**config.mk**
```make
export PLATFORM = sky130hd
export DESIGN_NAME = arb3_mux_sel
export DESIGN_NICKNAME = d
export VERILOG_FILES = /design/src/rtl/arb3_mux_sel.sv
export SDC_FILE = /design/constraint.sdc
export NUM_CORES = 1
export LEC_CHECK = 0
export BUFFER_PORTS_ARGS = -buffer_cell sky130_fd_sc_hd__buf_2
export CAP_MARGIN = 15
export CELL_PAD_IN_SITES_DETAIL_PLACEMENT = 1
export CELL_PAD_IN_SITES_GLOBAL_PLACEMENT = 1
export CORE_MARGIN = 2
export CORE_UTILIZATION = 40
export DETAILED_ROUTE_END_ITERATION = 8
export GPL_TIMING_DRIVEN = 1
export PLACE_DENSITY = 0.77
export REMOVE_ABC_BUFFERS = 1
export SLEW_MARGIN = 30
export SYNTH_ARGS = -nofsm -noshare
export SYNTH_HDL_FRONTEND = slang
export SYNTH_SLANG_ARGS = --single-unit
```
**constraint.sdc**
```tcl
create_clock -name clk -period 2.6 [get_ports clk]
set_input_delay 0.39 -clock clk [delete_from_list [all_inputs] [get_ports clk]]
set_output_delay 0.39 -clock clk [all_outputs]
set_load 0.01 [all_outputs]
```
**src/rtl/arb3_mux_sel.sv**
```systemverilog
// arb3_mux_sel: registered round-robin arbiter for three requesters that also
// produces the 2-bit select for a downstream 3:1 mux (00=a, 01=b, 10=c).
//
// Ports:
//   clk       in   rising-edge clock
//   rst_n     in   asynchronous active-low reset
//   req[2:0]  in   request per source, bit i = source i
//   done      in   owner finished; releases the grant at the next edge
//   gnt[2:0]  out  registered one-hot grant, zero when idle
//   gnt_valid out  registered, equals |gnt
//   sel[1:0]  out  registered index of the current owner; holds while idle
//   hold_cnt  out  registered count of cycles the owner has held (debug)
//
// MAX_HOLD (1..255) bounds how long one owner keeps the grant while any other
// source is requesting.
module arb3_mux_sel #(
  parameter int MAX_HOLD = 8
) (
  input  logic       clk,
  input  logic       rst_n,
  input  logic [2:0] req,
  input  logic       done,
  output logic [2:0] gnt,
  output logic       gnt_valid,
  output logic [1:0] sel,
  output logic [7:0] hold_cnt
);

  typedef enum logic {IDLE, GRANT} state_t;

  localparam logic [7:0] HOLD_LIM = 8'(MAX_HOLD);

  state_t     state_q, state_d;
  logic [1:0] ptr_q, ptr_d;
  logic [1:0] sel_d;
  logic [2:0] gnt_d;
  logic [7:0] hold_d;
  logic [2:0] owner_oh;
  logic       others, rel;
  logic [1:0] scan_ptr;
  logic [2:0] scan_req;
  logic [2:0] pick;      // {found, idx}

  // First set bit of r scanning p, p+1, p+2 (mod 3). An illegal pointer
  // finds nothing so the block falls back to a clean state.
  function automatic logic [2:0] rr_pick(input logic [1:0] p, input logic [2:0] r);
    logic [2:0] res;
    res = 3'b000;
    unique case (p)
      2'd0: begin
        if      (r[0]) res = 3'b100;
        else if (r[1]) res = 3'b101;
        else if (r[2]) res = 3'b110;
      end
      2'd1: begin
        if      (r[1]) res = 3'b101;
        else if (r[2]) res = 3'b110;
        else if (r[0]) res = 3'b100;
      end
      2'd2: begin
        if      (r[2]) res = 3'b110;
        else if (r[0]) res = 3'b100;
        else if (r[1]) res = 3'b101;
      end
      default: res = 3'b000;
    endcase
    return res;
  endfunction

  always_comb begin
    state_d  = state_q;
    ptr_d    = ptr_q;
    sel_d    = sel;
    gnt_d    = gnt;
    hold_d   = hold_cnt;

    // In GRANT, sel is the owner index.
    owner_oh = 3'b001 << sel;
    others   = |(req & ~owner_oh);
    rel      = ~|(req & owner_oh) | done | ((hold_cnt >= HOLD_LIM) & others);

    // On release the pointer moves past the owner and the owner is masked,
    // so re-arbitration in the same edge hands off without a bubble.
    scan_ptr = ptr_q;
    scan_req = req;
    if (state_q == GRANT && rel) begin
      scan_ptr = (sel == 2'd2) ? 2'd0 : sel + 2'd1;
      scan_req = req & ~owner_oh;
    end
    pick = rr_pick(scan_ptr, scan_req);

    unique case (state_q)
      IDLE: begin
        if (pick[2]) begin
          state_d = GRANT;
          gnt_d   = 3'b001 << pick[1:0];
          sel_d   = pick[1:0];
          hold_d  = 8'd1;
        end
      end
      GRANT: begin
        if (rel) begin
          ptr_d = scan_ptr;
          if (pick[2]) begin
            gnt_d  = 3'b001 << pick[1:0];
            sel_d  = pick[1:0];
            hold_d = 8'd1;
          end else begin
            state_d = IDLE;
            gnt_d   = 3'b000;
            hold_d  = 8'd0;
          end
        end else if (hold_cnt >= HOLD_LIM) begin
          // Limit reached with nobody waiting: keep the grant, restart count.
          hold_d = 8'd1;
        end else if (hold_cnt != 8'hff) begin
          hold_d = hold_cnt + 8'd1;
        end
      end
      default: begin
        state_d = IDLE;
        gnt_d   = 3'b000;
        hold_d  = 8'd0;
      end
    endcase

    // An illegal index (11) recovers to source 0 at the next edge.
    if (ptr_d == 2'b11) ptr_d = 2'd0;
    if (sel_d == 2'b11) sel_d = 2'd0;
  end

  always_ff @(posedge clk or negedge rst_n) begin
    if (!rst_n) begin
      state_q   <= IDLE;
      ptr_q     <= 2'd0;
      sel       <= 2'd0;
      gnt       <= 3'b000;
      gnt_valid <= 1'b0;
      hold_cnt  <= 8'd0;
    end else begin
      state_q   <= state_d;
      ptr_q     <= ptr_d;
      sel       <= sel_d;
      gnt       <= gnt_d;
      gnt_valid <= |gnt_d;
      hold_cnt  <= hold_d;
    end
  end

  always_ff @(posedge clk) begin
    if (rst_n) begin
      assert (sel != 2'b11);
      assert ($countones(gnt) <= 1);
    end
  end

endmodule

```
# Word-level counts from Yosys, hierarchy flattened
# Index checks and enable logic that the tools add are counted.
op_classes:
  n_addsub: 2
  order_cmp: 1
  n_eq_ne: 8
  shift: 2
  n_mux: 33
  bitwise_logic: 7
  n_reduce_logical: 7
ops:
  columns: ["operator", "n"]
  rows:
  - ["$mux 3", 13]
  - ["$mux 8", 4]
  - ["$mux 2", 8]
  - ["$pmux 8 s2", 1]
  - ["$pmux 3 s3", 1]
  - ["$reduce_or 3->1", 3]
  - ["$add 8x1->8 const B", 1]
  - ["$eq 2x2->1 const B", 4]
  - ["$ge 8x4->1 const B", 1]
  - ["$ne 8x8->1 const B", 1]
  - ["$and 3x3->3", 2]
  - ["$pmux 3 s2", 1]
  - ["$shl 1x2->3 const A", 2]
  - ["$ne 4x1->1 const B", 1]
  - ["$pmux 2 s2", 1]
  - ["$mux 1", 3]
  - ["$not 3->3", 1]
  - ["$add 2x1->2 const B", 1]
  - ["$eq 2x1->1 const B", 1]
  - ["$logic_not 2->1", 1]
  - ["$ne 2x2->1 const B", 1]
  - ["$or 1x1->1", 2]
  - ["$pmux 1 s2", 1]
  - ["$reduce_and 2->1", 1]
  - ["4 further kinds", 4]
word_totals:
  regBits: 17
  inputBits: 6
  output_inout_bits: 14
  word_cells: 66

# Depth between registers and ports, before layout
# Gate-level depths: netlist of run 1.
depth:
  depth_word: 17
  depth_mapped: 9
  mapped_depth_nobuf: 7

# Least setup slack after synthesis of run 1
# Ideal clock, no wire load.
synth_path:
  kind: "register to register"
  startpoint: "register hold_cnt[6]"
  endpoint: "register gnt[0]"
  setup_ns: 0.122
  t_arrival_ns: 1.991
  required_time_ns: 2.478
  path_slack_ns: 0.487
  path_stages_with_launch: 8
  n_path_buf: 1
  period_less_slack_ns: 2.113
  cell_sequence: "dfrtp_1 > or4_4 > nor2_4 > nand3b_1 > o32a_1 > buf_6 > mux2_2 > a32o_1"
synth_via:
  elab_chain_len: 13
  word_cells_on_any_way: 24
  cone_classes: "order compare (1); eq/ne (2); shift (1); mux (16); bitwise (2); reduce/logical (2)"
synth_lines:
  columns: ["item", "line", "rtl"]
  rows:
  - ["from (decl)", "26", "output logic [7:0] hold_cnt"]
  - ["from (signal assigned)", "146", "hold_cnt <= hold_d;"]
  - ["$ge 8x4->1 (*)", "80", "rel = ~|(req & owner_oh) | done | ((hold_cnt >= HOLD_LIM) & others);"]
  - ["$and 1x1->1 (*)", "80", null]
  - ["$or 1x1->1 (*)", "80", null]
  - ["$logic_and 1x1->1", "86", "if (state_q == GRANT && rel) begin"]
  - ["$mux 3", "86", null]
  - ["$mux 3 (on tied branches)", "63, 53", null]
  - ["$mux 3 (on tied branches)", "62, 52", null]
  - ["$mux 3 (on tied branches)", "61, 51", null]
  - ["$pmux 3 s3", "49", "unique case (p)"]
  - ["$shl 1x2->3", "96, 105", null]
  - ["$mux 3", "104", "if (pick[2]) begin"]
  - ["$mux 3", "102", "if (rel) begin"]
  - ["$pmux 3 s2 (*)", "92", "unique case (state_q)"]
  - ["via gnt_d[0]", "36", "logic [2:0] gnt_d;"]
  - ["to (signal assigned)", "144", "gnt <= gnt_d;"]
  - ["to (decl)", "23", "output logic [2:0] gnt,"]
# The timed path passes the listed nets; every way through them passes the cells marked *.
# A chain may end at the register's enable or synchronous reset.

# Worst setup path in the final report of run 1
layout_path:
  startpoint: "register sel[1]"
  endpoint: "register gnt[0]"
layout_via:
  elab_chain_len: 16
  word_cells_on_any_way: 34
  cone_classes: "add/sub (1); eq/ne (3); shift (2); mux (17); bitwise (6); reduce/logical (5)"
layout_lines:
  columns: ["item", "line", "rtl"]
  rows:
  - ["from (decl)", "25", "output logic [1:0] sel,"]
  - ["from (signal assigned)", "143", "sel <= sel_d;"]
  - ["$shl 1x2->3", "78", "owner_oh = 3'b001 << sel;"]
  - ["$and 3x3->3 / $not 3->3 (equally long branches)", "80, 79, 88", null]
  - ["$reduce_or 3->1 / $and 3x3->3 (equally long branches)", "80, 79, 88", null]
  - ["$logic_not 1->1 / $reduce_or 3->1 (equally long branches)", "80, 79", null]
  - ["$or 1x1->1 / $and 1x1->1 (equally long branches)", "80", null]
  - ["$or 1x1->1", "80", null]
  - ["$logic_and 1x1->1", "86", null]
  - ["$mux 3", "86", null]
  - ["$mux 3 (on tied branches)", "63, 53", null]
  - ["$mux 3 (on tied branches)", "62, 52", null]
  - ["$mux 3 (on tied branches)", "61, 51", null]
  - ["$pmux 3 s3", "49", null]
  - ["$shl 1x2->3", "96, 105", null]
  - ["$mux 3", "104", null]
  - ["$mux 3", "102", null]
  - ["$pmux 3 s2 (*)", "92", null]
  - ["via gnt_d[0]", "36", null]
# Marks and branches as above.

==> results.py, run 1 <==
metrics = {
    "yosys": {
        "yosys-top-cells-count": "dfrtp_1 (17), o21ai_0 (7), a21oi_1 (6), inv_1 (6), nor2_1 (5)",
        "synth.area.top_cells": "dfrtp_1 (43%), o21ai_0 (3.5%), a21oi_1 (3.0%), a22o_1 (2.6%), ha_1 (2.5%)",
        "syn_inst": 101,
        "seq_area_frac_synth_pct": 42.8,
        "synth_seq_cells": 17,
        "synthArstFlopShare_pct": 100,
        "yosysTopAreaCell": "dfrtp_1",
        "syn_area_um2": 993,
        "ys_types": 42,
        "ys_warn_count": 0,
        "synth_edf_count": 0,
        "yosysMostFrequentCell": "dfrtp_1",
        "avgSynthCellArea_um2": 9.84,
        "yosysTopAreaCellShare_pct": 42.8,
        "synth_flop_cell": "dfrtp_1",
    },
    "sta": {
        "setup_tns_ps": 0,
        "period_minus_slack_ps": 2340,
        "maxSlewViolCount": 0,
        "hold_ws_ps": 486,
        "setup_viol": 0,
        "period_share_pct": 90.0,
        "rsz0062_at_grt": "false",
        "max-slew-margin-rel_pct": 70.7,
        "fin_ws_ps": 260,
        "clock_skew_ps": 6.16,
        "hold_violations": 0,
        "tightest_slew_ps": 435,
        "max_freq_mhz": 427,
    },
    "worst_hold_path": {
        "holdCritStartpoint": "req[2]",
        "holdCritPathClass": "input port to flop",
        "whs_path_depth": 3,
        "hold_end": "gnt[2]$_DFF_PN0_",
    },
    "worst_setup_path": {
        "crit_buf_inv": 0,
        "r2r_start": "sel[1]$_DFF_PN0_",
        "r2r_cells": 6,
        "r2r_slack_ps": 260,
        "r2r_end": "gnt[0]$_DFF_PN0_",
        "critPathKind": "flop to flop",
        "cp_max_fo": 12,
        "end_kind": "flop",
        "path_delay_family": "simple AND/OR/NAND/NOR gates",
        "cpPeakStageDelay_ps": 520,
        "slowest_stage": "dfrtp_1",
        "crit_path_cell_trace": "nand2b_2, or3_1, nand3b_1, o32a_1, mux2_2, a32o_1",
        "cp.required_ps": 2780,
        "cp-start-kind": "flop",
        "cp.arrival_ps": 2520,
    },
    "global_routing": {
        "overflow": 0,
        "grtUsageTotal_pct": 18.9,
        "grt_max_degree": 18,
        "antenna_found_initial": 0,
        "grt_pass1_wl_um": 3810,
        "first_global_vias": 795,
    },
    "outcome": {
        "outcome": "finished, final reports clean",
    },
    "floorplan": {
        "pin_count": 20,
        "rows": 18,
        "die_w_um": 53.8,
        "die_h_um": 53.8,
        "fp.dieArea_mm2": 0.00290,
        "start_util_pct": 41.2,
        "core_mm2": 0.00241,
    },
    "clocking": {
        "cts.reportedPaths.clkPinSlew_ps": 90,
        "post_cts_resized": 0,
        "htreeDepth": 1,
        "numCtsBuffers": 3,
        "root_buffer": "clkbuf_4",
        "cts_tree": "built",
        "clkLatencyLatePin_ps": 290,
        "clock_path_buffers": 2,
        "cts.sinks": 17,
    },
    "placement": {
        "gp_congestion": 0.919,
        "numPortBuffers": 19,
        "dp_cells": 147,
        "dp_slack_ps": 280,
        "hpwlAfterDp_um": 1780,
    },
    "routing": {
        "ant_nets": 0,
        "drcViolationCount": 0,
        "wl_per_cell_um": 15.2,
        "initialDrtViolationCount": 10,
        "viasPerCell": 5.58,
        "drt_wl_total_um": 2320,
        "vias": 848,
        "drtPass1Iterations": 4,
    },
    "layout": {
        "fillers": 270,
        "stdcell_count": 152,
        "areaGrowthSynthToFinish_pct": 15.1,
        "multi_input_area_um2": 519,
        "antenna_cells": 0,
        "register_area_um2": 425,
        "final_nets": 131,
        "drive_gt1_share_pct": 27.9,
    },
    "pwr": {
        "p_int_mw": 0.626,
        "powerDensity_mw_per_mm2": 945,
        "p_leak_nw": 0.536,
        "p_comb_share_pct": 45.9,
        "peakVddDrop_uv": 574,
        "p_sw_mw": 0.455,
        "finalPower_mw": 1.08,
        "p_sw_share_pct": 42.1,
        "seqPwrFrac_pct": 41.1,
        "p_clk_share_pct": 13.1,
    },
    "run": {
        "maxCapViolations": 0,
    },
}
-- how the worst max path moves through the flow --
stage                       endpoint  cells past startpoint  slack [ps]                     from
floorplan           gnt[0]$_DFF_PN0_                      6         430  hold_cnt[6]$_DFFE_PN0P_
detailed placement  gnt[0]$_DFF_PN0_                      6         280         sel[1]$_DFF_PN0_
finish              gnt[0]$_DFF_PN0_                      6         260         sel[1]$_DFF_PN0_
global placement    gnt[0]$_DFF_PN0_                      6         380         sel[1]$_DFF_PN0_
CTS                 gnt[0]$_DFF_PN0_                      6         270         sel[1]$_DFF_PN0_
global route        gnt[0]$_DFF_PN0_                      7         160         sel[1]$_DFF_PN0_
-- placed cells by master, fill, tap and decap left out, types with 3 or more instances in the layout --
| cell | count |
|---|---|
| inv_1 | 6 |
| nor2_1 | 5 |
| a22o_1 | 3 |
| clkbuf_4 | 3 |
| dfrtp_1 | 17 |
| o21ai_0 | 7 |
| nand2_1 | 4 |
| or3_1 | 3 |
| nand3_1 | 4 |
| buf_2 | 19 |
| a21oi_1 | 6 |
-- sequential cells by signal, indices dropped and copies added (netlist names) --
register	cells
gnt	3
sel	2
gnt_valid	1
state_q	1
hold_cnt	8
ptr_q	2
-- stage by stage --
stage | util [%] | area (µm²)
after floorplan | - | 967
after global placement | 46.0 | 1110
after detailed placement | 46.0 | 1110
after CTS | 47.5 | 1140
after global routing | 47.5 | 1140
final | 47.5 | 1140
-- worst min-delay path: cells and delay by family --
kind            cells  cell delay [ps]
buf+inv             1              150
compound gates      2              200
-- power groups by stage --
stage	clock network (mW)	logic [mW]	registers, mW
final	0.141	0.496	0.444
after global routing	0.161	0.556	0.460
after CTS	0.151	0.500	0.444
after detailed placement	0	0.496	0.450
after global placement	0	0.482	0.444
after floorplan	0	0.325	0.454
-- area by class of cell --
cell class / instances / area share, %
Clock buffer: 4 / 2.30
Inverter: 6 / 1.97
Timing Repair Buffer: 21 / 9.85
Tap cell: 30 / 3.28
Multi-Input combinational cell: 74 / 45.4
Sequential cell: 17 / 37.2
-- kinds of logic (layout without fill, tap and decap cells) --
logic type,count (synthesis),after routing,share of synthesized area [%]
flops,17,17,42.8
mux,1,1,1.13
fa+ha+maj,2,2,2.52
buf+inv,10,31,4.91
compound gates,35,35,26.8
simple gates,36,36,21.8
-- routing by layer --
metal  vias up  GRT usage (%)  routed length (µm)
met2        16           28.0                1070
met4         0           10.7                  53
met1       412           26.2                1110
met5         -              0                   0
met3         4           2.50                  73
li1        416              -                   -
-- repair_timing --
item / CTS / global route
buffers inserted: 0 / 0
hold buffers: 1 / 0
endpoints found under the hold margin: 8 / 0
(Power assumes the default switching activity.)
==> run 2, diff against run 1 <==
- ABC_AREA: unset -> 1
- CORE_UTILIZATION: 40 -> 38
==> run 2 against run 1 <==
Against the previous run: worst setup slack better by 360 ps; combinational power rose by 46%; maximum frequency is 18% higher; utilization down 0.61 points; count of clock-buffer cells in the layout is the same; area after synthesis grew 1.9%.
==> results.py, run 2 <==
metrics = {
    "clocking": {
        "post_cts_resized": 0,
        "cts.sinks": 17,
        "cts_setup_buffers": 0,
        "clock_path_buffers": 2,
        "cts.reportedPaths.clkPinSlew_ps": 100,
        "cts_tree": "built",
        "holdBufCountCts": 0,
        "clkLatencyLatePin_ps": 290,
        "numCtsBuffers": 3,
        "htreeDepth": 1,
        "root_buffer": "clkbuf_4",
    },
    "global_routing": {
        "grtUsageTotal_pct": 17.6,
        "overflow": 0,
        "antenna_found_initial": 0,
        "grt_pass1_wl_um": 4320,
        "first_global_vias": 985,
        "grt_max_degree": 18,
    },
    "worst_setup_path": {
        "critPathKind": "flop to flop",
        "slowest_stage": "dfrtp_1",
        "crit_path_start": "sel[0]$_DFF_PN0_",
        "path_delay_family": "simple AND/OR/NAND/NOR gates",
        "cp.required_ps": 2790,
        "cp.arrival_ps": 2160,
        "r2r_start": "sel[0]$_DFF_PN0_",
        "r2r_slack_ps": 620,
        "cpPeakStageDelay_ps": 460,
        "crit_path_cell_trace": "nor2_1, nand2_1, nand3_1, nand2_1, inv_1, nand2_4, nand3_1, nand2_1, nand3_2, nand2_4, nand2_8, nand2_4, a21oi_2, nand3_2",
        "cp_max_fo": 8,
        "cp-start-kind": "flop",
        "crit_buf_inv": 1,
        "end_kind": "flop",
    },
    "placement": {
        "gp_congestion": 0.868,
        "hpwlAfterDp_um": 1950,
        "numPortBuffers": 19,
        "place_area_mm2": 0.00114,
    },
    "yosys": {
        "yosysTopAreaCell": "dfrtp_1",
        "seq_area_frac_synth_pct": 42.0,
        "ys_warn_count": 0,
        "synth_seq_cells": 17,
        "ys_types": 18,
        "yosys-top-cells-count": "nand2_1 (30), inv_1 (24), dfrtp_1 (17), nor2_1 (13), nand3_1 (11)",
        "synthArstFlopShare_pct": 100,
        "synth_edf_count": 0,
        "syn_inst": 132,
        "yosysMostFrequentCell": "nand2_1",
        "synth_flop_cell": "dfrtp_1",
        "avgSynthCellArea_um2": 7.67,
        "yosysTopAreaCellShare_pct": 42.0,
        "syn_area_mm2": 0.00101,
        "synth.area.top_cells": "dfrtp_1 (42%), nand2_1 (11%), inv_1 (8.9%), nand2_2 (5.6%), nand2_4 (5.6%)",
    },
    "layout": {
        "fillers": 339,
        "drive_gt1_share_pct": 29.7,
        "antenna_cells": 0,
        "largest_register_ff_count": 8,
        "reg.largest.list": "hold_cnt (8), gnt (3)",
        "areaGrowthSynthToFinish_pct": 15.7,
        "post-route-util_pct": 46.8,
        "design_area_mm2": 0.00117,
        "final_common_cell": "nand2_1",
        "final_nets": 164,
        "regMostFlops": "hold_cnt",
        "final_cell_mix": "nand2_1 (30), inv_1 (24), buf_2 (19)",
    },
    "floorplan": {
        "pin_count": 20,
        "core_mm2": 0.00250,
        "start_util_pct": 40.5,
        "fp.dieArea_mm2": 0.00309,
        "rows": 18,
        "die_h_um": 55.6,
        "die_w_um": 55.6,
    },
    "routing": {
        "drtPass1Iterations": 4,
        "wl_per_cell_um": 13.0,
        "drt_wl_total_um": 2410,
        "vias": 899,
        "ant_nets": 0,
        "drcViolationCount": 0,
        "viasPerCell": 4.86,
        "initialDrtViolationCount": 24,
    },
    "sta": {
        "setup_tns_ps": 0,
        "hold_violations": 0,
        "period_share_pct": 76.0,
        "period_minus_slack_ps": 1980,
        "setup_viol": 0,
        "tightest_slew_ps": 387,
        "rsz0062_at_grt": "false",
        "maxSlewViolCount": 0,
        "max-slew-margin-rel_pct": 74.2,
        "clock_skew_ps": 0.907,
        "max_freq_mhz": 506,
    },
    "outcome": {
        "outcome": "finished, final reports clean",
    },
    "pwr": {
        "finalPower_mw": 1.28,
        "powerDensity_mw_per_mm2": 1090,
        "peakVddDrop_uv": 520,
        "p_leak_nw": 0.675,
    },
    "run": {
        "maxCapViolations": 0,
    },
    "worst_hold_path": {
        "holdCritPathClass": "input port to asynchronous set/reset pin",
    },
}
[run 2: routing by layer]
layer / vias to the layer above / global-route usage (%) / routed length (µm)
met3: 6 / 2.09 / 77
met5: - / 0 / 0
met4: 0 / 6.97 / 43
met2: 19 / 32.5 / 1280
li1: 445 / - / -
met1: 429 / 20.6 / 1000
[run 2: cell type report]
type	instances	area [µm²]	share of cell area (%)
multi-input cells	88	485	41.5
clock buffers	4	26.3	2.24
flip-flops and latches	17	425	36.3
inverters	27	101	8.65
well taps	30	37.5	3.21
repair buffers	19	95.1	8.12
[run 2: kinds of logic after synthesis]
| kind of cell | synth area share [%] |
|---|---|
| AND/OR/NAND/NOR | 39.3 |
| flip-flops | 42.0 |
| XOR/XNOR | 0.865 |
| buffers and inverters | 10.0 |
| adder cells (fa/ha/maj) | 2.47 |
| AO/OA/AOI/OAI | 5.32 |
[run 2: worst paths after layout]
kind                                           endpoint  cells after the start
worst max register to register      gnt_valid$_DFF_PN0_                     14
worst min-delay path            hold_cnt[4]$_DFFE_PN0P_                      1
worst min register to register         gnt[2]$_DFF_PN0_                      2
min in group clk                       gnt[2]$_DFF_PN0_                      2
worst max-delay path                gnt_valid$_DFF_PN0_                     14
max in group asynchronous       hold_cnt[1]$_DFFE_PN0P_                      1
[run 2: per-stage QoR]
step | hold WS (ps) | instances | worst slack, ps
2_1_floorplan | 94.4 | 132 | 865
5_1_grt | 8.63 | 185 | 358
3_5_place_dp | 344 | 181 | 627
3_3_place_gp | 333 | 181 | 721
6_report | 2.60 | 185 | 624
4_1_cts | 11.9 | 185 | 597
[run 2: power breakdown]
group          total [mW]  switching [mW]  internal, mW
Combinational       0.725           0.484         0.241
Clock               0.143          0.0834        0.0597
Sequential          0.413          0.0699         0.343
Total                1.28           0.637         0.644
